File: config.mk
export PLATFORM = sky130hd
export DESIGN_NAME = riscv_core_div_unit_flat
export DESIGN_NICKNAME = d
export VERILOG_FILES = /design/src/rtl/riscv_core_div_unit_if.sv /design/src/rtl/riscv_core_div_unit.sv /design/src/flat_wrapper.sv
export SDC_FILE = /design/constraint.sdc
export NUM_CORES = 1
export LEC_CHECK = 0
export CAP_MARGIN = 15
export CORE_MARGIN = 4
export CORE_UTILIZATION = 40
export DETAILED_ROUTE_END_ITERATION = 10
export PLACE_DENSITY_LB_ADDON = 0.15
export SLEW_MARGIN = 20
export SYNTH_ARGS = -nofsm -noshare
export SYNTH_HDL_FRONTEND = slang
export SYNTH_SLANG_ARGS = --single-unit
File: constraint.sdc
create_clock -name i_mul_div_ctrl_clk -period 3.5 [get_ports i_mul_div_ctrl_clk]
set_input_delay 0.7 -clock i_mul_div_ctrl_clk [delete_from_list [all_inputs] [get_ports i_mul_div_ctrl_clk]]
set_output_delay 0.7 -clock i_mul_div_ctrl_clk [all_outputs]
set_load 0.005 [all_outputs]
File: src/rtl/riscv_core_div_unit_if.sv
// Start/operand/result bundle between the mul/div controller and the
// iterative divider.
interface riscv_core_div_unit_if #(
  parameter int XLEN = 64
);
  logic            i_div_start;
  logic [XLEN-1:0] i_div_srcA;
  logic [XLEN-1:0] i_div_srcB;
  logic [1:0]      i_div_control;
  logic            i_div_isword;
  logic [XLEN-1:0] o_div_result;
  logic            o_div_dn;
  logic            o_div_busy;

  modport master (
    output i_div_start, i_div_srcA, i_div_srcB, i_div_control, i_div_isword,
    input  o_div_result, o_div_dn, o_div_busy
  );

  modport slave (
    input  i_div_start, i_div_srcA, i_div_srcB, i_div_control, i_div_isword,
    output o_div_result, o_div_dn, o_div_busy
  );
endinterface

File: src/rtl/riscv_core_div_unit.sv
// Radix-2 restoring divider for RV64M DIV/DIVU/REM/REMU and W variants;
// one quotient bit per cycle, fixed N+2 cycle latency.
module riscv_core_div_unit #(
  parameter int XLEN = 64
) (
  input  logic                  i_mul_div_ctrl_clk,
  input  logic                  i_mul_div_ctrl_rstn,
  riscv_core_div_unit_if.slave  div_if
);

  localparam int CNT_W = $clog2(XLEN);

  typedef enum logic [1:0] {IDLE, CALC, FIX, DONE} state_t;

  state_t            state, state_nxt;
  logic [CNT_W-1:0]  cnt;
  logic [XLEN-1:0]   rem_r, quo_r, dvsr_r, dvnd_r, result_r;
  logic              q_neg, r_neg, is_rem, is_word, div0, ovf;

  logic signed [XLEN-1:0] a_ext, b_ext;
  logic [XLEN-1:0]        a_mag, b_mag, min_val;
  logic                   signed_op, a_sgn, b_sgn, ovf_in, div0_in;
  logic [XLEN:0]          r_sh, trial;

  function automatic logic [XLEN-1:0] fix_result(
    input logic [XLEN-1:0] quo, rem, dvnd,
    input logic qn, rn, rem_sel, word, dz, ov
  );
    logic [XLEN-1:0] q, r, sel;
    q = qn ? -quo : quo;
    r = rn ? -rem : rem;
    if (dz) begin
      q = '1;
      r = dvnd;
    end else if (ov) begin
      q = dvnd;
      r = '0;
    end
    sel = rem_sel ? r : q;
    if (word) sel = {{(XLEN-32){sel[31]}}, sel[31:0]};
    return sel;
  endfunction

  // Operand preparation: width select, extension, magnitudes, special cases
  always_comb begin
    signed_op = ~div_if.i_div_control[0];
    if (div_if.i_div_isword) begin
      a_ext   = signed_op ? {{(XLEN-32){div_if.i_div_srcA[31]}}, div_if.i_div_srcA[31:0]}
                          : {{(XLEN-32){1'b0}}, div_if.i_div_srcA[31:0]};
      b_ext   = signed_op ? {{(XLEN-32){div_if.i_div_srcB[31]}}, div_if.i_div_srcB[31:0]}
                          : {{(XLEN-32){1'b0}}, div_if.i_div_srcB[31:0]};
      min_val = {{(XLEN-31){1'b1}}, 31'b0};
    end else begin
      a_ext   = div_if.i_div_srcA;
      b_ext   = div_if.i_div_srcB;
      min_val = {1'b1, {(XLEN-1){1'b0}}};
    end
    a_sgn   = signed_op & a_ext[XLEN-1];
    b_sgn   = signed_op & b_ext[XLEN-1];
    // Negating the most-negative value wraps to itself, which read unsigned is 2^(w-1)
    a_mag   = a_sgn ? -a_ext : a_ext;
    b_mag   = b_sgn ? -b_ext : b_ext;
    div0_in = ($unsigned(b_ext) == '0);
    ovf_in  = signed_op & ($unsigned(a_ext) == min_val) & ($unsigned(b_ext) == '1);
  end

  // Restoring step: shift {R,Q} left, trial-subtract the divisor magnitude
  always_comb begin
    r_sh  = {rem_r, quo_r[XLEN-1]};
    trial = r_sh - {1'b0, dvsr_r};
  end

  always_comb begin
    state_nxt = state;
    case (state)
      IDLE:    if (div_if.i_div_start) state_nxt = CALC;
      CALC:    if (cnt == '0) state_nxt = FIX;
      FIX:     state_nxt = DONE;
      DONE:    state_nxt = IDLE;
      default: state_nxt = IDLE;
    endcase
  end

  always_ff @(posedge i_mul_div_ctrl_clk or negedge i_mul_div_ctrl_rstn) begin
    if (!i_mul_div_ctrl_rstn) begin
      state    <= IDLE;
      cnt      <= '0;
      rem_r    <= '0;
      quo_r    <= '0;
      dvsr_r   <= '0;
      dvnd_r   <= '0;
      result_r <= '0;
      q_neg    <= 1'b0;
      r_neg    <= 1'b0;
      is_rem   <= 1'b0;
      is_word  <= 1'b0;
      div0     <= 1'b0;
      ovf      <= 1'b0;
    end else begin
      state <= state_nxt;
      case (state)
        IDLE: if (div_if.i_div_start) begin
          cnt     <= div_if.i_div_isword ? CNT_W'(XLEN/2 - 1) : CNT_W'(XLEN - 1);
          rem_r   <= '0;
          // W dividends sit in the top half so 32 shifts bring every bit through
          quo_r   <= div_if.i_div_isword ? {a_mag[31:0], {(XLEN-32){1'b0}}} : a_mag;
          dvsr_r  <= b_mag;
          dvnd_r  <= a_ext;
          q_neg   <= a_sgn ^ b_sgn;
          r_neg   <= a_sgn;
          is_rem  <= div_if.i_div_control[1];
          is_word <= div_if.i_div_isword;
          div0    <= div0_in;
          ovf     <= ovf_in;
        end
        CALC: begin
          cnt <= cnt - 1'b1;
          if (!trial[XLEN]) begin
            rem_r <= trial[XLEN-1:0];
            quo_r <= {quo_r[XLEN-2:0], 1'b1};
          end else begin
            rem_r <= r_sh[XLEN-1:0];
            quo_r <= {quo_r[XLEN-2:0], 1'b0};
          end
        end
        FIX: result_r <= fix_result(quo_r, rem_r, dvnd_r, q_neg, r_neg, is_rem,
                                    is_word, div0, ovf);
        default: ;
      endcase
    end
  end

  assign div_if.o_div_result = result_r;
  assign div_if.o_div_dn     = (state == DONE);
  assign div_if.o_div_busy   = (state != IDLE);

endmodule

File: src/flat_wrapper.sv
// flat-port wrapper written by rule: the top's interface ports become plain ports
module riscv_core_div_unit_flat 
#(
  parameter int XLEN = 64
)
  (i_mul_div_ctrl_clk, i_mul_div_ctrl_rstn, div_if_i_div_start, div_if_i_div_srcA, div_if_i_div_srcB, div_if_i_div_control, div_if_i_div_isword, div_if_o_div_result, div_if_o_div_dn, div_if_o_div_busy);
  riscv_core_div_unit_if #(.XLEN(XLEN)) div_if_i ();
  input  logic i_mul_div_ctrl_clk;
  input  logic i_mul_div_ctrl_rstn;
  input wire logic [$bits(div_if_i.i_div_start)-1:0] div_if_i_div_start;
  input wire logic [$bits(div_if_i.i_div_srcA)-1:0] div_if_i_div_srcA;
  input wire logic [$bits(div_if_i.i_div_srcB)-1:0] div_if_i_div_srcB;
  input wire logic [$bits(div_if_i.i_div_control)-1:0] div_if_i_div_control;
  input wire logic [$bits(div_if_i.i_div_isword)-1:0] div_if_i_div_isword;
  output wire logic [$bits(div_if_i.o_div_result)-1:0] div_if_o_div_result;
  output wire logic [$bits(div_if_i.o_div_dn)-1:0] div_if_o_div_dn;
  output wire logic [$bits(div_if_i.o_div_busy)-1:0] div_if_o_div_busy;
  assign div_if_i.i_div_start = div_if_i_div_start;
  assign div_if_i.i_div_srcA = div_if_i_div_srcA;
  assign div_if_i.i_div_srcB = div_if_i_div_srcB;
  assign div_if_i.i_div_control = div_if_i_div_control;
  assign div_if_i.i_div_isword = div_if_i_div_isword;
  assign div_if_o_div_result = div_if_i.o_div_result;
  assign div_if_o_div_dn = div_if_i.o_div_dn;
  assign div_if_o_div_busy = div_if_i.o_div_busy;
  riscv_core_div_unit #(.XLEN(XLEN)) u_core (.i_mul_div_ctrl_clk(i_mul_div_ctrl_clk), .i_mul_div_ctrl_rstn(i_mul_div_ctrl_rstn), .div_if(div_if_i));
endmodule
# ---- After elaboration in Yosys (flattened, before gate mapping)
# Index checks and enable logic that the tools add are counted.
dict set report word_totals {
  reg_bits 334
  input_bits 134
  elab_cells 68
  output_inout_bits 66
}
dict set report classes {
  bitwise 6
  n_mux 28
  addsub 6
  reduce_logical 8
  n_eq_ne 7
}
# operator count
set op_table {}
lappend op_table {{64-bit two-way mux} 18}
lappend op_table {{64-bit negator} 4}
lappend op_table {{64-bit case mux with 2 select lines} 2}
lappend op_table {{65-bit by 64-bit subtractor with 65-bit output} 1}
lappend op_table {{64-bit equality test} 1}
lappend op_table {{64-bit equality test, second input constant} 1}
lappend op_table {{64-bit zero test} 1}
lappend op_table {{63-bit two-way mux} 1}
lappend op_table {{6-bit two-way mux} 2}
lappend op_table {{6-bit case mux with 2 select lines} 1}
lappend op_table {{2-bit case mux with 4 select lines} 1}
lappend op_table {{6-bit zero test} 1}
lappend op_table {{2-bit AND reduction} 3}
lappend op_table {{6-bit by 1-bit subtractor with 6-bit output, second input constant} 1}
lappend op_table {{1-bit AND} 4}
lappend op_table {{2-bit equality test, second input constant} 2}
lappend op_table {{2-bit two-way mux} 2}
lappend op_table {{2-bit nonzero test} 2}
lappend op_table {{2-bit by 1-bit equality test with 1-bit output, second input constant} 1}
lappend op_table {{2-bit zero test} 1}
lappend op_table {{2-bit by 1-bit != test with 1-bit output, second input constant} 1}
lappend op_table {{2-bit != test, second input constant} 1}
lappend op_table {{1-bit two-way mux} 1}
lappend op_table {{1-bit inverter} 1}
lappend op_table {{1-bit bitwise XOR} 1}

# ---- Logic depth before layout (Yosys ltp)
dict set report depth {
  depth_word 7
  mapped_depth 16
  ltp_nobuf 14
}

# ---- Least setup slack after synthesis
# Ideal clock, no wire load.
dict set report synth_path {
  path_kind {flip-flop to flip-flop}
  startpoint {register u_core.quo_r[63]}
  endpoint {register u_core.rem_r[7]}
  arrival_ns 3.680
  stages_incl_launch_ff 16
  setup_slack_ns -0.314
  n_path_buf 2
  period_less_slack_ns 3.814
  required_time_ns 3.366
  setup_ns 0.134
  cell_sequence {dfrtp_1 -> inv_1 -> ha_1 -> fa_1 -> nand2b_1 -> a21oi_1 -> o21bai_1 -> a2111oi_0 -> o211ai_1 -> a211oi_1 -> o211ai_1 -> nand3_1 -> clkbuf_1 -> buf_1 -> mux2i_1 -> o21ai_0}
}
dict set report synth_via {
  elab_chain_len 3
}
# element line
set synth_lines {}
lappend synth_lines {{start: declaration} riscv_core_div_unit.sv:17} ;# logic [XLEN-1:0] rem_r, quo_r, dvsr_r, dvnd_r, result_r;
lappend synth_lines {{start signal: assignment} riscv_core_div_unit.sv:106} ;# quo_r <= div_if.i_div_isword ? {a_mag[31:0], {(XLEN-32){1'b0}}} : a_mag;
lappend synth_lines {{start signal: assignment} riscv_core_div_unit.sv:120} ;# quo_r <= {quo_r[XLEN-2:0], 1'b1};
lappend synth_lines {{start signal: assignment} riscv_core_div_unit.sv:123} ;# quo_r <= {quo_r[XLEN-2:0], 1'b0};
lappend synth_lines {{65-bit by 64-bit subtractor with 65-bit output} riscv_core_div_unit.sv:70} ;# trial = r_sh - {1'b0, dvsr_r};
lappend synth_lines {{64-bit two-way mux} riscv_core_div_unit.sv:118} ;# if (!trial[XLEN]) begin
lappend synth_lines {{64-bit case mux with 2 select lines} riscv_core_div_unit.sv:101} ;# case (state)
lappend synth_lines {{end signal: assignment} riscv_core_div_unit.sv:119} ;# rem_r <= trial[XLEN-1:0];
lappend synth_lines {{end signal: assignment} riscv_core_div_unit.sv:122} ;# rem_r <= r_sh[XLEN-1:0];
lappend synth_lines {{end: declaration} riscv_core_div_unit.sv:17}
# No other way between the ends.
# A chain may end at the register's enable or synchronous reset.

# ---- Worst setup path after layout
dict set report layout_path {
  startpoint {register u_core.rem_r[14]}
  endpoint {register u_core.result_r[55], in the netlist u_core.div_if.o_div_result[55]}
}
dict set report layout_via {
  elab_chain_len 6
}
# element line
set layout_lines {}
lappend layout_lines {{64-bit negator} riscv_core_div_unit.sv:31} ;# r = rn ? -rem : rem;
lappend layout_lines {{64-bit two-way mux} riscv_core_div_unit.sv:31}
lappend layout_lines {{64-bit two-way mux} riscv_core_div_unit.sv:35} ;# end else if (ov) begin
lappend layout_lines {{64-bit two-way mux} riscv_core_div_unit.sv:32} ;# if (dz) begin
lappend layout_lines {{64-bit two-way mux} riscv_core_div_unit.sv:39} ;# sel = rem_sel ? r : q;
lappend layout_lines {{64-bit two-way mux} riscv_core_div_unit.sv:40} ;# if (word) sel = {{(XLEN-32){sel[31]}}, sel[31:0]};
lappend layout_lines {{end signal: assignment} riscv_core_div_unit.sv:126} ;# FIX: result_r <= fix_result(quo_r, rem_r, dvnd_r, q_neg, r_neg, is_rem,
lappend layout_lines {{end: declaration} riscv_core_div_unit.sv:17}
# No other way between the ends.

==> out/metrics.sh <==
RUN_STATUS='finished, violations left'
FAILED_CHECKS='negative setup slack'
WORST_CLOCK_SKEW_PS=23.8
FINAL-SETUP-VIOL-COUNT=76
DIEHEIGHT_UM=261
COUNT_OF_FINAL_MAX_SLEW_CHECK_FAILURES=0
TIMING.SETUP.CRITICAL_PATH_CLASS='reg2reg'
PERIOD_SHARE_PCT=109
GRT_FIRST_PASS_WIRELENGTH_UM=172000
SYN-NUM-NETS=3548
CRITICAL-PATH-MAX-STAGE-DELAY_PS=580
CRITPATHREQUIREDTIME_PS=3960
CTSLONGESTPATHBUFFERS=3
DIE_WIDTH_UM=261
POSTSYNTH.TOPFLOPCELL='dfrtp_1'
STDCELL_AREA_SQ_MM=0.0352
SYNTH.TOP_CELLS.BY_AREA='dfrtp_1 33%, o21ai_0 7.2%, nand2_1 6.8%, a21oi_1 6.6%, xor2_1 5.8%'
GRT_START_MAX_NET_PINS=133
SYNTH-WARNING-COUNT=0
DETAILED_PLACE.AREA_SQ_MM=0.0321
POSTLAYOUTCOREUTIL_PCT=55.7
SYN_AREA_SQ_MM=0.0256
CELLLEAKAGEPOWER_nW=15.6
REG2REG_FROM='u_core.rem_r[14]'
MIN_FROM='u_core.dvsr_r[57]'
RESIDUAL_DRC=0
SYN_INST=3338
POSTSYNTHREGISTERBITS=334
TRITONCTS.NUM_BUFFERS=44
WORST_PATH_MAX_DELAY_CELL='or4_4'
GRT_SETUP_UNREPAIRED='true'
TIMING.CRITICAL_PATH.BUF_INV=1
ROOT_CELL_OF_THE_CLOCK_TREE='clkbuf_16'
POST_LAYOUT_NONFILLER_INSTANCES=4817
HOLD_VIOL_FINAL=0
MAX_SLEW_MARGIN_PCT=25.9
POWERDENSITY_mW_PER_MM2=802
PLACEDCELLCOUNT=4682
MAX_FREQ_MHz=262
YS_SEQ_AREA_SHARE_PCT=32.6
LARGEST_FANOUT_ON_THE_CRITICAL_PATH=7
SYNTH_CELL_TYPE_COUNT=75
POST_SYNTH.CELL_AREA_AVG_SQ_UM=7.67
PERIOD_MINUS_SLACK_PS=3820
REGISTER_CLOCK_PIN_SLEW_ON_THE_REPORTED_WORST_SETUP_AND_HOLD_PATHS_PS=60
DRIVE_ABOVE_1_SHARE_PCT=21.3
PEAKVDDDROP_mV=1.26
TIMING_WORST_SLEW_PIN_VALUE_PS=1110
FP.COREAREA_SQ_MM=0.0632
HOLD_PATH.CLASS='reg2reg'
CRIT_PATH_START='u_core.rem_r[14]'
DRT_WL_TOTAL_UM=118000
PLACE_HPWL_UM=89800
PLACEMENT_ROWS=92
GP_ROUTABILITY_CONGESTION=1.02
CTS_NUM_SINKS=334
NUM_VIAS=28600
FLOORPLAN.INITIALDENSITY_PCT=40.5
PORTBUFS=199
SYNTH_LARGEST_AREA_CELL='dfrtp_1'
WORSTSETUPENDPOINTTYPE='flip-flop'
POST_DRT_WL_PER_CELL_UM=24.4
DESIGN.FINAL.NETS=4147
SYNTHARSTFLOPSHARE_PCT=100
MOST_COMMON_CELL_AFTER_LAYOUT_FILL_AND_TAPS_ASIDE='buf_4'
FIRST_GLOBAL_VIAS=27200
CLOCK_TREE_FROM_TRITONCTS='yes'
ROUTED_VIA_DENSITY=5.95
CTS_HTREE_LEVELS=2
GRT_USAGE_PCT=33.0
TIMING.FINAL.WS_SETUP_PS=-320
POWER_CONSUMPTION_W=0.0282
SYNTH_LARGEST_TYPE_AREA_FRACTION_PCT=32.6
GRT_OVERFLOW=0
PIN_COUNT=200
CATEGORY_OF_CELLS_ACCOUNTING_FOR_THE_LARGEST_SHARE_OF_CRITICAL_PATH_DELAY='simple AND/OR/NAND/NOR gates'
WORSTPATHCELLLIST='or4_4 > nand4bb_4 > or4_4 > or4_4 > or3_4 > buf_4 > o41ai_4 > xor2_1 > o311ai_2 > a21oi_2 > a21oi_1'
FINAL_CELL_MIX='531 x buf_4, 460 x nand2_1, 328 x dfrtp_1'
TIMING.CRITICAL_PATH.MODE_CELL='or4_4'
SETUP_TOTAL_NEGATIVE_SLACK_PS=-8310
SYN_TO_FINAL_GROWTH_PCT=37.3
FLOORPLAN.DIE_AREA_SQ_MM=0.0681
TIMING.MAX_CAP.VIOLATIONS=0
GRT_ANTENNA_BEFORE_REPAIR=2
CP.ARRIVAL_PS=4280
DRT-PASS1-ITER-COUNT=7
FINAL_ANTENNA_NET_COUNT=0
WORSTSETUPSTARTPOINTTYPE='flip-flop'
INSERTION_DELAY_PS=600
NUM_ANTENNA_CELLS=0
DRT-INITIAL-DRC-COUNT=2842
SYNTH_ENABLE_FLOP_CELLS=0
FILLER_CELL_COUNT=5816
-- worst reg2reg max path, cell delays in order (launching register included) --
cell and delay (ps):
dfrtp_1 390, or4_4 580, nand4bb_4 220, or4_4 570, or4_4 440, or3_4 400
buf_4 160, o41ai_4 220, xor2_1 230, o311ai_2 110, a21oi_2 260, a21oi_1 100
-- worst paths after layout --
kind / end / slack, ps / cells past startpoint
setup / recovery: u_core.div_if.o_div_result[55] / -320 / 11
hold / removal: u_core.dvsr_r[57] / 480 / 2
setup reg to reg: u_core.div_if.o_div_result[55] / -320 / 11
hold reg to reg: u_core.dvsr_r[57] / 480 / 2
max in group asynchronous: u_core.rem_r[9] / 2020 / 3
min in group asynchronous: u_core.dvsr_r[13] / 600 / 2
-- final cells by class --
cell class,count,area (sq um),area share (%)
Tap cell,846,1060,3.01
Clock buffer,63,1270,3.62
Clock inverter,17,199,0.566
Timing Repair Buffer,783,6890,19.6
Inverter,116,435,1.24
Multi-Input combinational cell,2658,16900,48.2
Sequential cell,334,8370,23.8
-- Yosys cell counts (27+ instances only) --
| master | n |
|---|---|
| nand4_1 | 51 |
| a21oi_1 | 338 |
| nand2_1 | 464 |
| nor2_1 | 270 |
| clkbuf_1 | 203 |
| xor2_1 | 170 |
| or3_1 | 38 |
| or4_1 | 27 |
| a21o_1 | 40 |
| dfrtp_1 | 334 |
| a22oi_1 | 55 |
| o22ai_1 | 47 |
| nand3_1 | 40 |
| inv_1 | 114 |
| xnor2_1 | 131 |
| nor4_1 | 46 |
| ha_1 | 75 |
| nand2b_1 | 43 |
| o31ai_1 | 58 |
| nor3_1 | 62 |
| o21ai_0 | 369 |
-- logic make-up after synthesis --
| group | after synthesis | share of synthesized area (%) |
|---|---|---|
| simple gates | 1110 | 19.9 |
| compound gates | 1140 | 27.1 |
| flops | 334 | 32.6 |
| buf+inv | 347 | 5.14 |
| mux | 30 | 1.20 |
| fa+ha+maj | 76 | 3.74 |
| xor+xnor | 301 | 10.3 |
-- timing repair --
| item | 4_1_cts | 5_1_grt |
|---|---|---|
| endpoints found under the hold margin | 24 | 0 |
| hold buffers | 1 | 0 |
| pin swaps | 37 | 86 |
| gates cloned | 3 | 11 |
| gates resized for setup | 78 | 195 |
| setup buffers | 12 | 32 |
| endpoints found under the setup margin | 99 | 120 |
-- registers in the layout (all words and copies together) (netlist names) --
| name | flops |
|---|---|
| u_core.cnt | 6 |
| u_core.div0 | 1 |
| u_core.div_if.o_div_result | 64 |
| u_core.dvnd_r | 64 |
| u_core.dvsr_r | 64 |
| u_core.is_rem | 1 |
| u_core.is_word | 1 |
| u_core.ovf | 1 |
| u_core.q_neg | 1 |
| u_core.quo_r | 64 |
| u_core.r_neg | 1 |
| u_core.rem_r | 64 |
| u_core.state | 2 |
-- where the power goes --
group / internal [W] / total [W] / switching [W]
Combinational: 0.00712 / 0.0166 / 0.00952
Sequential: 0.00535 / 0.00687 / 0.00152
Clock: 0.00276 / 0.00470 / 0.00194
Total: 0.0152 / 0.0282 / 0.0130
-- stage by stage --
stage	worst slack [ps]	hold slack (ps)
2_1_floorplan	-178	404
3_3_place_gp	-798	463
3_5_place_dp	-840	472
4_1_cts	-251	483
5_1_grt	-390	499
6_report	-320	476
-- layer usage --
metal,share of wire (%),track usage (%),wire [um],vias to the layer above
met1,43,45.8,50400,14000
met2,45,52.5,53200,1216
li1,-,-,-,13200
met4,3.8,10.9,4420,0
met5,0,0,0,-
met3,8.2,5.71,9610,224
(Power assumes the default switching activity.)
